$ cat src/rtl/wb_regfile_pkg.sv
// Pipeline definitions shared by the MEM/WB buffer, write-back stage and forwarding unit.
// Constants only: no latency, no flow control.
// WB field indices fix the bit order of the 2-bit WB control bundle for both ends.
package wb_regfile_pkg;

    localparam int DATA_W_DEF = 32;
    localparam int ADDR_W_DEF = 5;

    localparam logic [4:0] REG_ZERO = 5'd0;

    localparam int WB_W        = 2;
    localparam int WB_REGW     = 1;
    localparam int WB_MEMTOREG = 0;

    typedef logic [WB_W-1:0] wb_ctrl_t;

endpackage

$ cat src/rtl/wb_mux.sv
// Write-back 2:1 select between load data and ALU result.
// Latency: combinational, zero cycles.
// Backpressure: none, output always driven.
module wb_mux
    import wb_regfile_pkg::*;
#(
    parameter int DATA_W = DATA_W_DEF
) (
    input  logic              memtoreg,
    input  logic [DATA_W-1:0] memdata,
    input  logic [DATA_W-1:0] alures,
    output logic [DATA_W-1:0] data
);

    assign data = memtoreg ? memdata : alures;

endmodule

$ cat src/rtl/wb_regfile.sv
// Write-back stage plus 2**ADDR_W x DATA_W register file, r0 hardwired to zero, saturating commit counter.
// Latency: writes commit on the rising edge; reads and wb_data are combinational.
// Backpressure: none, pure sink of MEM/WB. WB_REGFILE_BYPASS_EN enables write-first read bypass.
module wb_regfile
    import wb_regfile_pkg::*;
#(
    parameter int DATA_W = DATA_W_DEF,
    parameter int ADDR_W = ADDR_W_DEF,
    parameter int CNT_W  = 16
) (
    input  logic              clk,
    input  logic              rst_n,
    input  logic              wb_regw,
    input  logic              wb_memtoreg,
    input  logic [DATA_W-1:0] wb_memdata,
    input  logic [DATA_W-1:0] wb_alures,
    input  logic [ADDR_W-1:0] wb_rd,
    input  logic [ADDR_W-1:0] rs_addr,
    input  logic [ADDR_W-1:0] rt_addr,
    output logic [DATA_W-1:0] rs_data,
    output logic [DATA_W-1:0] rt_data,
    output logic [DATA_W-1:0] wb_data,
    output logic [CNT_W-1:0]  wb_cnt
);

    localparam int NREG = 1 << ADDR_W;
    localparam logic [ADDR_W-1:0] RZ = ADDR_W'(REG_ZERO);

    wb_ctrl_t          wb_ctrl;
    logic              commit;
    logic [DATA_W-1:0] regs [NREG];

    always_comb begin
        wb_ctrl              = '0;
        wb_ctrl[WB_REGW]     = wb_regw;
        wb_ctrl[WB_MEMTOREG] = wb_memtoreg;
    end

    wb_mux #(.DATA_W(DATA_W)) u_wb_mux (
        .memtoreg (wb_ctrl[WB_MEMTOREG]),
        .memdata  (wb_memdata),
        .alures   (wb_alures),
        .data     (wb_data)
    );

    // An X on RegWrite evaluates false here, so it never commits.
    assign commit = (wb_ctrl[WB_REGW] == 1'b1) && (wb_rd != RZ);

    always_ff @(posedge clk or negedge rst_n) begin
        if (!rst_n) begin
            for (int i = 0; i < NREG; i++) begin
                regs[i] <= '0;
            end
        end else if (commit) begin
            regs[wb_rd] <= wb_data;
        end
    end

    always_ff @(posedge clk or negedge rst_n) begin
        if (!rst_n) begin
            wb_cnt <= '0;
        end else if (commit && (wb_cnt != {CNT_W{1'b1}})) begin
            wb_cnt <= wb_cnt + 1'b1;
        end
    end

    always_comb begin
        rs_data = '0;
        rt_data = '0;
        if (rs_addr != RZ) begin
            rs_data = regs[rs_addr];
        end
        if (rt_addr != RZ) begin
            rt_data = regs[rt_addr];
        end
`ifdef WB_REGFILE_BYPASS_EN
        // Write-first: ID sees the value being committed this cycle.
        if (commit && (rs_addr == wb_rd)) begin
            rs_data = wb_data;
        end
        if (commit && (rt_addr == wb_rd)) begin
            rt_data = wb_data;
        end
`endif
    end

`ifndef SYNTHESIS
    a_regw_known: assert property (@(posedge clk) disable iff (!rst_n) !$isunknown(wb_regw));
`endif

endmodule
$ cat config.mk
export PLATFORM = sky130hd
export DESIGN_NAME = wb_regfile
export DESIGN_NICKNAME = d
export VERILOG_FILES = /design/src/rtl/wb_regfile_pkg.sv /design/src/rtl/wb_mux.sv /design/src/rtl/wb_regfile.sv
export SDC_FILE = /design/constraint.sdc
export NUM_CORES = 2
export LEC_CHECK = 0
export BUFFER_PORTS_ARGS = -buffer_cell sky130_fd_sc_hd__buf_2
export CAP_MARGIN = 20
export CORE_UTILIZATION = 55
export CTS_CLUSTER_SIZE = 10
export DETAILED_ROUTE_END_ITERATION = 10
export GPL_ROUTABILITY_DRIVEN = 0
export PLACE_DENSITY = 0.77
export SYNTH_ARGS = -nofsm -noshare
export SYNTH_HDL_FRONTEND = slang
export SYNTH_SLANG_ARGS = --single-unit
export TNS_END_PERCENT = 100
$ cat constraint.sdc
create_clock -name clk -period 2.2 [get_ports clk]
set_input_delay 0.33 -clock clk [delete_from_list [all_inputs] [get_ports clk]]
set_output_delay 0.33 -clock clk [all_outputs]
set_load 0.05 [all_outputs]
==> reports/results.ini <==
[yosys]
synthArstFlopShare_pct=100
synthesis.nets=4933
yosysMostFrequentCell=dfrtp_1
synthDistinctLibCells=56
ys.flop_type=dfrtp_1
ys_ff_latch=1040
synthCells=4849
netlist.area_leader.share_pct=48.1
synth_seq_area_share_pct=48.1
synth_edf_count=0
synth_commonest_cells=1040 x dfrtp_1, 526 x nand2_1, 518 x nor2_1, 512 x a21oi_1, 474 x o21ai_0
postSynthAreaPerCell_um2=11.2
yosysTopAreaCell=dfrtp_1
synthTopCellsByArea=dfrtp_1 48%, mux4_2 19%, a21oi_1 4.7%
netlist_area_um2=54100
synth_warnings=0

[placed_design]
io_buffers=194
hpwl_mm=120
placed_cell_area_um2=62200

[die]
rows=114
initial_core_util_pct=55.7
die_h_um=316
core_area_um2=97100
dieArea_um2=99700
die_w_um=316
io_pins=195

[power_and_ir_drop]
comb_power_share_pct=28.3
leakagePower_nw=28.9
seqPwrFrac_pct=43.7
vdd_drop_max_mv=0.923
p_sw_mw=20.1
intPower_mw=41.4
powerDensity_nw_per_um2=911
p_sw_share_pct=32.7
pwr-share-clk_pct=28.1

[clock_tree]
clock_latency_ns=0.72
cts_buffers=116
cts_buffer_depth=3
clk_pin_slew_ns=0.06
cts_tree=yes
htree_levels=3
clockRootBuffer=clkbuf_16
clock_sinks=1040

[grt]
first_global_vias=47100
grtUsageTotal_pct=39.4
grt_max_degree=113
antenna_found_initial=4
grt_overflow=0
grt_pass1_wl_mm=291

[worst_setup_path]
cp_max_fo=13
critPathRequiredTime_ns=1.87
end_kind=output port
crit_arrival_ns=2.48
start_kind=primary input
worstSetupPathType=in2out

[outcome]
status=finished with violations
violations=negative setup slack

[layout]
fin_area_um2=67500
layout-drive-gt1-share_pct=34.5
synthToLayoutAreaGrowth_pct=24.7
fin_nets=5324

[run]
drv_cap=0

[sta]
tns_ns=-30.87
setup_viol=64
postLayoutSetupSlackWorst_ns=-0.613
tightest_slew_ns=0.662
finalHoldViolCount=0
finClkSkew_ns=0.0247
slew_viol_final=0
whs_ns=0.124
period_share_pct=128
relSlewSlack_pct=54.9
timing.fmax_ghz=0.355
rsz0062_at_grt=true
min_period_ns=2.81

[drt]
drc=0
viasPerCell=7.10
vias=46500
wl_per_cell_um=30.2
wl_mm=198
drt_iter0_markers=6914
dr.pass1.iters=6
ant_nets=0

[hold_path]
hp-class=in2async

## metrics by stage
| stage | power, mW | worst slack [ns] | utilization (%) | cells |
|---|---|---|---|---|
| final | 61.5 | -0.613 | 69.5 | 6549 |
| after global routing | 63.6 | -0.644 | 69.5 | 6546 |
| after CTS | 60.2 | -0.568 | 68.7 | 6515 |
| after detailed placement | 42.2 | -0.510 | 64.0 | 6343 |
| after global placement | 41.2 | -0.502 | 64.0 | 6343 |
| after floorplan | 36.5 | -0.0235 | - | 4849 |
## sequential cells by signal, indices dropped and copies added (netlist names)
register,flops
regs,1024
wb_cnt,16
## worst max-delay path, stage by stage
cell and delay (ns):
buf_2 0.23, or2_2 0.17, buf_4 0.48, buf_4 0.37, a211oi_2 0.08, buf_4 0.15
a311oi_4 0.44, buf_12 0.20
## power by group through the flow
stage | Combinational [mW] | Clock [mW] | Sequential (mW)
6_report | 17.4 | 17.2 | 26.8
5_1_grt | 18.5 | 17.9 | 27.2
4_1_cts | 16.5 | 17.2 | 26.5
3_5_place_dp | 15.5 | 0 | 26.7
3_3_place_gp | 14.9 | 0 | 26.4
2_1_floorplan | 10.7 | 0 | 25.9
## area by class of cell
| type | instances | area [µm²] |
|---|---|---|
| fillers | 6065 | 29600 |
| flip-flops and latches | 1040 | 26000 |
| multi-input cells | 3239 | 28300 |
| diodes | 4 | 10.0 |
| inverters | 35 | 134 |
| repair buffers | 808 | 8320 |
| well taps | 1276 | 1600 |
| clock inverters | 8 | 118 |
| clock buffers | 139 | 3030 |
## per-layer routing
metal / up-vias / share of wire, % / global-route usage (%) / wire [µm]
li1: 18400 / - / - / -
met1: 22900 / 33 / 49.7 / 65400
met2: 4052 / 44 / 58.3 / 87800
met3: 1109 / 15 / 13.5 / 29700
met4: 4 / 7.4 / 25.9 / 14700
met5: - / 0.010 / 0 / 20
## cells in the final DEF, fill, tap and decap left out, types with 15 or more instances in the layout
cell type,count
o21ai_1,45
o21ai_0,468
nor2b_1,39
clkbuf_1,19
o21ai_4,42
buf_4,459
a22oi_1,38
a221oi_2,29
o21ai_2,37
a21oi_1,512
a211oi_1,16
nor2b_4,27
a311oi_4,64
nor2_4,15
mux2i_2,24
buf_2,120
mux4_2,448
dfrtp_1,1040
inv_1,33
mux2_4,45
a211oi_2,47
mux2i_1,125
buf_6,32
mux2_2,21
a22oi_2,26
nand2_1,515
clkbuf_16,116
buf_12,191
nor2_1,516
a221oi_1,19
## worst paths after layout
path,start,endpoint,cells after the start,slack (ns)
max reg2reg,wb_cnt[0],wb_cnt[14],5,0.34
min reg2reg,regs[1013],regs[1013],0,0.39
max in group asynchronous,rst_n,regs[965],3,1.12
min,rst_n,regs[464],2,0.12
max,rs_addr[3],rs_data[10],8,-0.61
min in group clk,wb_alures[22],regs[54],3,0.12
## logic make-up (layout without fill, tap and decap cells)
family          after synthesis  after routing  synth area share (%)
fa+ha+maj                     1              1                0.0231
simple gates               1187           1187                  9.16
flops                      1040           1040                  48.1
mux                         675            675                  23.0
compound gates             1363           1363                  14.2
other cells                   0              4                     0
xor+xnor                     13             13                 0.210
buf+inv                     570            990                  5.37
## what timing repair did
action,CTS,global route
buffers inserted,32,31
hold buffers,1,0
gates resized for setup,262,110
gates cloned,0,0
endpoints found under the setup margin,64,64
pin swaps,115,54
hold endpoints to repair,462,0
(Power assumes the default switching activity.)
